===== src/rtl/pipe_cla_addsub.sv =====
// Pipelined carry-lookahead adder/subtractor: WIDTH bits split into STAGES segments,
// each built from 4-bit CLA groups, with registered inter-segment carry and valid/ready flow.
module pipe_cla_addsub #(
    parameter int unsigned WIDTH  = 32,
    parameter int unsigned STAGES = 2
) (
    input  logic             clk,
    input  logic             rst_n,
    input  logic             in_valid,
    output logic             in_ready,
    input  logic [WIDTH-1:0] a,
    input  logic [WIDTH-1:0] b,
    input  logic             cin,
    input  logic             sub,
    output logic             out_valid,
    input  logic             out_ready,
    output logic [WIDTH-1:0] sum,
    output logic             carry,
    output logic             overflow,
    output logic             zero
);
    localparam int unsigned SEG  = WIDTH / STAGES;
    localparam int unsigned NG   = SEG / 4;
    localparam int unsigned LAST = STAGES - 1;

    logic [STAGES-1:0] v, c_q, ld, src_v, src_c, nxt_c;
    logic [WIDTH-1:0]  a_q [STAGES];
    logic [WIDTH-1:0]  b_q [STAGES];
    logic [WIDTH-1:0]  s_q [STAGES];
    logic [WIDTH-1:0]  src_a [STAGES];
    logic [WIDTH-1:0]  src_b [STAGES];
    logic [WIDTH-1:0]  src_s [STAGES];
    logic [WIDTH-1:0]  nxt_s [STAGES];
    logic [SEG+1:0]    seg_r [STAGES];
    logic              msb_c, ovf_q, zero_q;

    // Returns {carry out, carry into segment MSB, segment sum}.
    function automatic logic [SEG+1:0] cla_seg(input logic [SEG-1:0] x, input logic [SEG-1:0] y,
                                               input logic ci);
        logic [SEG-1:0] g, p, c;
        logic [NG-1:0]  gg, gp;
        logic [NG:0]    gc;
        g     = x & y;
        p     = x ^ y;
        gc[0] = ci;
        for (int unsigned j = 0; j < NG; j++) begin
            gg[j] = g[4*j+3] | (p[4*j+3] & g[4*j+2]) | (p[4*j+3] & p[4*j+2] & g[4*j+1])
                  | (p[4*j+3] & p[4*j+2] & p[4*j+1] & g[4*j]);
            gp[j] = &p[4*j +: 4];
            gc[j+1] = gg[j] | (gp[j] & gc[j]);
            c[4*j]   = gc[j];
            c[4*j+1] = g[4*j] | (p[4*j] & gc[j]);
            c[4*j+2] = g[4*j+1] | (p[4*j+1] & g[4*j]) | (p[4*j+1] & p[4*j] & gc[j]);
            c[4*j+3] = g[4*j+2] | (p[4*j+2] & g[4*j+1]) | (p[4*j+2] & p[4*j+1] & g[4*j])
                     | (p[4*j+2] & p[4*j+1] & p[4*j] & gc[j]);
        end
        return {gc[NG], c[SEG-1], p ^ c};
    endfunction

    // Stage i may load if the final stage drains or any stage at or after i is empty.
    always_comb begin
        for (int unsigned i = 0; i < STAGES; i++) begin
            ld[i] = out_ready;
            for (int unsigned j = i; j < STAGES; j++) begin
                if (!v[j]) ld[i] = 1'b1;
            end
        end
    end

    always_comb begin
        src_v    = '0;
        src_c    = '0;
        src_v[0] = in_valid;
        src_a[0] = a;
        src_b[0] = sub ? ~b : b;
        src_c[0] = sub | cin;
        src_s[0] = '0;
        for (int unsigned k = 1; k < STAGES; k++) begin
            src_v[k] = v[k-1];
            src_a[k] = a_q[k-1];
            src_b[k] = b_q[k-1];
            src_c[k] = c_q[k-1];
            src_s[k] = s_q[k-1];
        end
    end

    always_comb begin
        for (int unsigned k = 0; k < STAGES; k++) begin
            seg_r[k] = cla_seg(src_a[k][k*SEG +: SEG], src_b[k][k*SEG +: SEG], src_c[k]);
        end
    end

    always_comb begin
        nxt_c = '0;
        for (int unsigned k = 0; k < STAGES; k++) begin
            nxt_s[k]               = src_s[k];
            nxt_s[k][k*SEG +: SEG] = seg_r[k][SEG-1:0];
            nxt_c[k]               = seg_r[k][SEG+1];
        end
    end

    assign msb_c = seg_r[LAST][SEG];

    always_ff @(posedge clk or negedge rst_n) begin
        if (!rst_n) begin
            v      <= '0;
            c_q    <= '0;
            ovf_q  <= 1'b0;
            zero_q <= 1'b0;
            for (int unsigned k = 0; k < STAGES; k++) begin
                a_q[k] <= '0;
                b_q[k] <= '0;
                s_q[k] <= '0;
            end
        end else begin
            for (int unsigned k = 0; k < STAGES; k++) begin
                if (ld[k]) begin
                    v[k] <= src_v[k];
                    if (src_v[k]) begin
                        a_q[k] <= src_a[k];
                        b_q[k] <= src_b[k];
                        s_q[k] <= nxt_s[k];
                        c_q[k] <= nxt_c[k];
                    end
                end
            end
            if (ld[LAST] && src_v[LAST]) begin
                ovf_q  <= msb_c ^ nxt_c[LAST];
                zero_q <= ~|nxt_s[LAST];
            end
        end
    end

    assign in_ready  = ld[0];
    assign out_valid = v[LAST];
    assign sum       = s_q[LAST];
    assign carry     = c_q[LAST];
    assign overflow  = ovf_q;
    assign zero      = zero_q;
endmodule


===== config.mk =====
export PLATFORM = sky130hd
export DESIGN_NAME = pipe_cla_addsub
export DESIGN_NICKNAME = d
export VERILOG_FILES = /design/src/rtl/pipe_cla_addsub.sv
export SDC_FILE = /design/constraint.sdc
export NUM_CORES = 1
export LEC_CHECK = 0
export ABC_CLOCK_PERIOD_IN_PS = 4910
export BUFFER_PORTS_ARGS = -buffer_cell sky130_fd_sc_hd__buf_2
export CORE_ASPECT_RATIO = 2
export CORE_MARGIN = 2
export CORE_UTILIZATION = 45
export CTS_CLUSTER_SIZE = 8
export DETAILED_ROUTE_END_ITERATION = 10
export PLACE_DENSITY = 0.76
export REMOVE_ABC_BUFFERS = 1
export SYNTH_ARGS = -nofsm -noshare
export SYNTH_HDL_FRONTEND = slang
export SYNTH_SLANG_ARGS = --single-unit

===== constraint.sdc =====
create_clock -name clk -period 4.91 [get_ports clk]
set_input_delay 0.7365 -clock clk [delete_from_list [all_inputs] [get_ports clk]]
set_output_delay 0.7365 -clock clk [all_outputs]
set_load 0.02 [all_outputs]

# Word-level counts from Yosys, hierarchy flattened
# Cells that the tools add are included.
# totals
mem_bits_rw	0
memories	0
in_bits	70
mem_bits_ro	0
output_inout_bits	37
latch_bits	0
ff_bits	118
# op_classes
multipliers	0
shift	0
n_mux	4
reduce_logical	13
magnitude_cmp	0
bitwise	209
div_mod_pow	0
addsub	0
eq_ne	0
# ops
operator	count
1-bit AND	120
1-bit bitwise OR	81
16-bit bitwise XOR	4
16-bit AND	2
32-bit two-way mux	1
32-bit NOT	1
4-bit AND reduction	8
32-bit OR reduction	1
2-bit AND reduction	2
1-bit two-way mux	3
1-bit logical AND	1
1-bit zero test	1
1-bit bitwise XOR	1

# Logic depth before layout (Yosys ltp)
# Gate-level depths: netlist of run 1.
# depth
depth_word	15
mapped_depth	14
mapped_depth_nobuf	14

# Least setup slack after synthesis of run 1
# Ideal clock, no wire load.
# synth_timing
path_type	register to register
start	register a_q[48] (netlist name)
end	register zero_q (netlist: zero)
setup_ps	104
t_arrival_ps	3334
path_stages_with_launch	14
synth_period_minus_slack_ps	3438
n_path_buf	0
t_required_ps	4806
slack_ps	1472
cell_sequence	dfrtp_1 ha_1 a211oi_2 o21ai_2 a31oi_4 nor2b_1 o21ai_0 nand2b_1 fa_1 or4b_1 nor3_2 nand4_1 a2111o_1 o41ai_2
# synth_rtl
element	line	text
start: declaration	27	logic [WIDTH-1:0] a_q [STAGES];
start signal: indexed assignment	120	a_q[k] <= src_a[k];
end signal: assignment	129	zero_q <= ~|nxt_s[LAST];
end: declaration	35	logic msb_c, ovf_q, zero_q;

==> results of run 1 <==
==> per-stage QoR <==
| stage | std cells | setup slack, ns | hold WS (ns) |
|---|---|---|---|
| after floorplan | 464 | 1.46 | 0.441 |
| after detailed placement | 710 | 1.09 | 0.468 |
| after CTS | 725 | 1.07 | 0.480 |
| final | 725 | 1.06 | 0.473 |
| after global routing | 725 | 0.846 | 0.510 |
| after global placement | 710 | 1.28 | 0.460 |
==> synth_stat cells, drive strengths merged <==
master	count	area, um^2
mux2i	1	10.0
a21o	3	22.5
nor3b	2	15.0
xnor2	24	210
and4	1	8.76
a211o	1	8.76
o31ai	2	15.0
or3	2	12.5
and2	2	12.5
ha	32	400
nor2b	3	18.8
a31oi	1	21.3
nor2	21	78.8
mux2	21	236
nand2	101	379
nand4	2	12.5
buf	7	27.5
nor4b	2	17.5
nor3	5	30.0
dfrtp	86	2150
a21oi	13	80.1
fa	8	160
nor4	3	18.8
o21ai	55	283
o211ai	5	37.5
clkbuf	13	48.8
o21a	3	22.5
inv	14	52.6
or4b	1	10.0
xor2	29	254
o221ai	1	8.76
nand3b	2	15.0
nand3	3	15.0
o41ai	1	16.3
a2111o	1	11.3
nand2b	6	37.5
a211oi	6	55.1
o31a	1	8.76
==> layer usage <==
metal | share of wire [%] | up-vias | track usage, %
met5 | 0 | - | 0
li1 | - | 1839 | -
met4 | 3.7 | 0 | 10.6
met1 | 36 | 1837 | 19.9
met2 | 57 | 89 | 37.8
met3 | 3.8 | 27 | 3.30
==> state kept, by name (all words and copies together) (netlist names) <==
signal / count
v: 2
overflow: 1
zero: 1
sum: 32
c_q: 2
nxt_s: 16
a_q: 16
b_q: 16
==> power breakdown <==
part | internal [mW] | switching [mW] | leakage (nW)
sequential | 0.908 | 0.122 | 1.05
clock | 0.432 | 0.266 | 0.151
combinational | 0.395 | 0.578 | 1.61
==> layout by cell type, fill, tap and decap left out, types with 4 or more instances in the layout <==
cell type  netlist  final
o21ai_1          4      4
xor2_1          29     29
nand2b_1         6      6
fa_1             8      8
ha_1            32     32
inv_1           14     14
buf_4            0      4
buf_2            1    105
a211oi_1         4      4
a21oi_1         11     11
nor3_1           4      4
xnor2_1         24     24
nor2_1          21     21
mux2_2          21     21
o211ai_1         5      5
o21ai_0         49     49
dfrtp_1         86     86
nand2_1        101     99
clkbuf_16        0      9
==> cell families (layout without fill, tap and decap cells) <==
| family | Yosys count | after routing |
|---|---|---|
| mux | 22 | 22 |
| compound gates | 93 | 93 |
| buf+inv | 34 | 138 |
| flops | 86 | 86 |
| simple gates | 156 | 156 |
| fa+ha+maj | 40 | 40 |
| xor+xnor | 53 | 53 |
==> worst register-to-register path, delay by kind of cell (launching register included) <==
kind / cells / cell delay (ns)
adders and majority gates: 2 / 0.85
DFF: 1 / 0.40
AOI/OAI and AO/OA: 6 / 1.51
and+or+nand+nor: 5 / 1.00
==> worst max path at each step <==
stage,endpoint,slack [ns],depth (start not counted)
floorplan,zero,1.46,13
global placement,zero,1.28,13
detailed placement,zero,1.09,13
CTS,zero,1.07,13
global route,zero,0.85,13
finish,zero,1.06,13
==> layout make-up <==
cell class	count	area (um^2)	share of cell area (%)
Timing Repair Buffer	109	556	9.60
Multi-Input combinational cell	364	2550	44.0
Clock buffer	12	267	4.60
Clock inverter	3	42.5	0.735
Tap cell	137	171	2.96
Inverter	14	52.6	0.908
Sequential cell	86	2150	37.2
==> impl_metrics.toml, run 1 <==
[status]
status = "finished clean"

[setup_path]
reg2reg_to = "zero"
critical_path_buf_inv_count = 0
worstPathRequired_ns = 5.14
crit_path_start_kind = "register"
critPathLaunch = "b_q[55]"
crit_type = "reg -> reg"
cp-end-kind = "register"
crit_fanout = 7
reg2reg_depth = 13
cp_slowest_cell = "or4b_1"
rr_startpoint = "b_q[55]"
cpPeakStageDelay_ns = 0.51
regToRegSetupSlack_ns = 1.06
crit_family = "compound AO/OA/AOI/OAI gates"
path_cells = "ha_1 -> a21oi_1 -> o221ai_1 -> a31oi_4 -> nor2b_1 -> o21ai_0 -> nand2b_1 -> fa_1 -> or4b_1 -> nor3_2 -> nand4_1 -> a2111o_1 -> o41ai_2"
cp.arrival_ns = 4.09

[place]
gp_congestion = 0.855
place_area_um2 = 5480
dp_hpwl_um = 8540
io_buffers = 106

[timing]
fmax_ghz = 0.260
drv_slew = 0
worst-slew-pin-transition_ns = 1.09
rsz0062_at_grt = "false"
finalSetupViolCount = 0
post-route-min-period_ns = 3.85
skew_ns = 0.00482
finalHoldViolCount = 0
period_share_pct = 78.5
slew_headroom_pct = 27.6
tns_ns = 0

[floorplan]
rows = 53
start_util_pct = 46.0
dieArea_um2 = 11600
die_y_um = 150
design.core.area_um2 = 10500
top_level_ports = 107
die_w_um = 77.2

[logic_synthesis]
synth-simple-area-share_pct = 14.1
yosysWarnings = 0
synth_top_family_by_area = "simple AND/OR/NAND/NOR gates"
muxShareOfSynthArea_pct = 5.11
synth_compound_area_share_pct = 12.2
syn_inst = 484
yosys.area_share.xor_xnor_pct = 9.62
syn_area_per_cell_um2 = 9.97
synth_cell_type_count = 45
ys_seq_elements = 86
synthAdderAreaFrac_pct = 11.6
yosysSeqAreaShare_pct = 44.6
synth_area_um2 = 4820

[grt]
grt_max_degree = 87
grt_use_total_pct = 19.7
grt.overflow.total = 0
antenna_found_initial = 0
grt_pass1_wl_um = 17900
grt_pass1_vias = 3912

[power]
total_leakage_power_nw = 2.81
p_total_mw = 2.70
p_per_area_nw_per_um2 = 467
irDropWorstVdd_v = 0.000223

[cells_and_area]
finish.net_count = 694
fin_area_um2 = 5790
drive_gt1_share_pct = 26.5
area_growth_pct = 20.0
n_antenna_cell = 0
fillerInstances = 988
fin_util_pct = 55.3

[routing]
route.detailed.drc = 0
wirelength_um = 11100
drt-wirelength-per-cell_um = 15.3
first_iter_violations = 233
via_per_inst = 5.23
vias = 3792
ant_nets = 0
dr.pass1.iters = 4

[clock_tree]
root_buffer = "clkbuf_16"
cts.sinks = 86
post_cts_buffers = 0
clock_latency_ns = 0.34
hold_buffers = 0
path_clk_slew_ns = 0.06
numCtsBuffers = 9
cts_tree = "built"
h-tree-depth = 3
cts_resized = 0
clock_path_buffers = 2

[hold_path]
whs_path_depth = 2
hold_class = "reg -> reg"
min_to = "sum[24]"
hold_start = "sum[24]"

[job]
maxCapViolations = 0
No activity file was read; power rests on OpenSTA's default activity.
==> run 2, diff against run 1 <==
--- a/config.mk
+++ b/config.mk
@@ -5,14 +5,15 @@
 export SDC_FILE = /design/constraint.sdc
 export NUM_CORES = 1
 export LEC_CHECK = 0
-export ABC_CLOCK_PERIOD_IN_PS = 4910
+export ABC_AREA = 1
+export ABC_CLOCK_PERIOD_IN_PS = 3200
 export BUFFER_PORTS_ARGS = -buffer_cell sky130_fd_sc_hd__buf_2
 export CORE_ASPECT_RATIO = 2
 export CORE_MARGIN = 2
 export CORE_UTILIZATION = 45
 export CTS_CLUSTER_SIZE = 8
 export DETAILED_ROUTE_END_ITERATION = 10
-export PLACE_DENSITY = 0.76
+export PLACE_DENSITY = 0.79
 export REMOVE_ABC_BUFFERS = 1
 export SYNTH_ARGS = -nofsm -noshare
 export SYNTH_HDL_FRONTEND = slang
==> constraint.sdc (replaced) <==
create_clock -name clk -period 3.2 [get_ports clk]
set_input_delay 0.48 -clock clk [delete_from_list [all_inputs] [get_ports clk]]
set_output_delay 0.48 -clock clk [all_outputs]
set_load 0.02 [all_outputs]
==> run 2 against run 1 <==
Net effect: critical path type unchanged; clock power is 49% higher; non-clock buffer count is 1 higher; fmax is 32% higher; highest routed layer unchanged.
==> impl_metrics.toml, run 2 <==
[logic_synthesis]
yosysSeqAreaShare_pct = 43.1
synth_top_area_share_pct = 43.1
synth_cell_type_count = 37
synth_flop_cell = "dfrtp_1"
synthTopCellsByCount = "195 x nand2_1, 86 x dfrtp_1, 54 x inv_1"
ys_async_sr_fraction_pct = 100
yosysWarnings = 0
ys_seq_elements = 86
syn_inst = 600
synth_area_um2 = 5000
yosysTopAreaCell = "dfrtp_1"
synth.most_common_cell = "nand2_1"
syn_area_per_cell_um2 = 8.33
synth_edf_count = 0
ys_top_cells_by_area = "dfrtp_1 43%, nand2_1 15%, ha_1 8.0%"

[floorplan]
dieArea_um2 = 12000
design.core.area_um2 = 10900
top_level_ports = 107
start_util_pct = 45.9
rows = 54
die_w_um = 78.5
die_y_um = 153

[place]
dp_hpwl_um = 9380
gp_congestion = 0.908
io_buffers = 106

[routing]
route.detailed.drc = 0
met2_length_um = 6810
highest_layer = "met4"
via_per_inst = 5.15
vias = 4354
drt-wirelength-per-cell_um = 14.5
wl_met1_um = 4490
route.met3.wl_um = 469
wirelength_um = 12200
first_iter_violations = 278
ant_nets = 0
dr.pass1.iters = 5

[power]
total_leakage_power_nw = 3.19
irDropWorstVdd_v = 0.000393
p_per_area_nw_per_um2 = 729
p_total_mw = 4.33

[hold_path]
hold_class = "in -> async"

[clock_tree]
root_buffer = "clkbuf_16"
clock_path_buffers = 2
h-tree-depth = 3
hold_buffers = 0
post_cts_buffers = 0
cts_tree = "built"
cts.sinks = 86
numCtsBuffers = 9
cts_resized = 0
path_clk_slew_ns = 0.07
clock_latency_ns = 0.35

[setup_path]
path_cells = "ha_1 -> a21oi_1 -> o21bai_1 -> a21oi_1 -> nand2_4 -> fa_1 -> xnor2_1 -> nand3_1 -> nor3_1 -> nand3_1 -> nor2_1 -> nand4_1 -> nand2_1"
cpPeakStageDelay_ns = 0.40
cp.arrival_ns = 3.19
crit_family = "simple AND/OR/NAND/NOR gates"
crit_path_start_kind = "register"
crit_type = "reg -> reg"
worstPathRequired_ns = 3.48
crit_fanout = 4
cp-end-kind = "register"
cp_slowest_cell = "dfrtp_1"
critical_path_buf_inv_count = 0

[grt]
antenna_found_initial = 0
grt.overflow.total = 0
grt_use_total_pct = 21.5
grt_pass1_wl_um = 20400
grt_pass1_vias = 4406
grt_max_degree = 87

[timing]
skew_ns = 0.00989
worst-slew-pin-transition_ns = 1.06
finalHoldViolCount = 0
period_share_pct = 91.2
drv_slew = 0
rsz0062_at_grt = "false"
fmax_ghz = 0.343
finalSetupViolCount = 0
post-route-min-period_ns = 2.92
slew_headroom_pct = 29.0
tns_ns = 0

[cells_and_area]
largest_reg_flops = 32
fin_util_pct = 54.6
layout_commonest_cell = "nand2_1"
drive_gt1_share_pct = 20.4
n_antenna_cell = 0
finish.net_count = 811
fillerInstances = 993
final_cell_mix = "193 x nand2_1, 105 x buf_2, 86 x dfrtp_1"
area_growth_pct = 19.0

[job]
maxCapViolations = 0

[status]
status = "finished clean"
run 2: cell count changes after synthesis, sizes merged, moves of 5 or more:
| cell | delta |
|---|---|
| mux2 | -21 |
| a31oi | +5 |
| a211oi | -6 |
| nand3 | +24 |
| nand2b | -6 |
| xor2 | -8 |
| nand2 | +103 |
| inv | +41 |
run 2: final cells by class:
type                    count  area [um^2]  area share [%]
inverters                  56          210            3.54
multi-input cells         438         2550            42.8
repair buffers            110          563            9.47
clock buffers               9          225            3.79
clock inverters             7         72.6            1.22
well taps                 140          175            2.95
flip-flops and latches     86         2150            36.2
run 2: cells by family after synthesis:
logic type                 synth area share, %
AOI/OAI and AO/OA                         9.49
xor gates and xnor gates                  7.71
buffers and inverters                     6.06
DFF                                       43.1
and+or+nand+nor                           22.4
adders and majority gates                 11.2
run 2: worst paths after layout:
kind	slack, ns	start	cells past startpoint	end
max reg2reg	0.28	b_q[57]	13	zero
min	0.29	rst_n	1	v[1]
max in group asynchronous	2.19	rst_n	1	a_q[60]
min in group clk	0.32	a[30]	3	a_q[62]
max	0.28	b_q[57]	13	zero
min reg2reg	0.48	overflow	2	overflow
run 2: where the power goes:
part / leakage (nW) / switching, mW / internal, mW / total, mW
clock: 0.142 / 0.438 / 0.605 / 1.04
combinational: 1.99 / 1.08 / 0.595 / 1.67
sequential: 1.05 / 0.209 / 1.41 / 1.62
run 2: metrics by stage:
step | instances | area, um^2 | worst slack [ns] | hold WS [ns]
CTS | 846 | 5940 | 0.281 | 0.313
global route | 846 | 5940 | 0.0964 | 0.327
global placement | 830 | 5650 | 0.389 | 0.460
floorplan | 580 | 4900 | 0.0202 | 0.184
finish | 846 | 5940 | 0.281 | 0.293
detailed placement | 830 | 5650 | 0.261 | 0.462
run 2: worst reg2reg max path, delay by kind of cell (launching register included):
| kind | cells | cell delay [ns] |
|---|---|---|
| flops | 1 | 0.40 |
| compound gates | 3 | 0.66 |
| xor+xnor | 1 | 0.23 |
| fa+ha+maj | 2 | 0.75 |
| simple gates | 7 | 0.81 |
run 2: per-layer routing:
layer,up-vias,global-route usage (%)
met1,2055,22.5
met3,37,3.54
met5,-,0
met4,0,10.8
met2,138,40.3
li1,2124,-
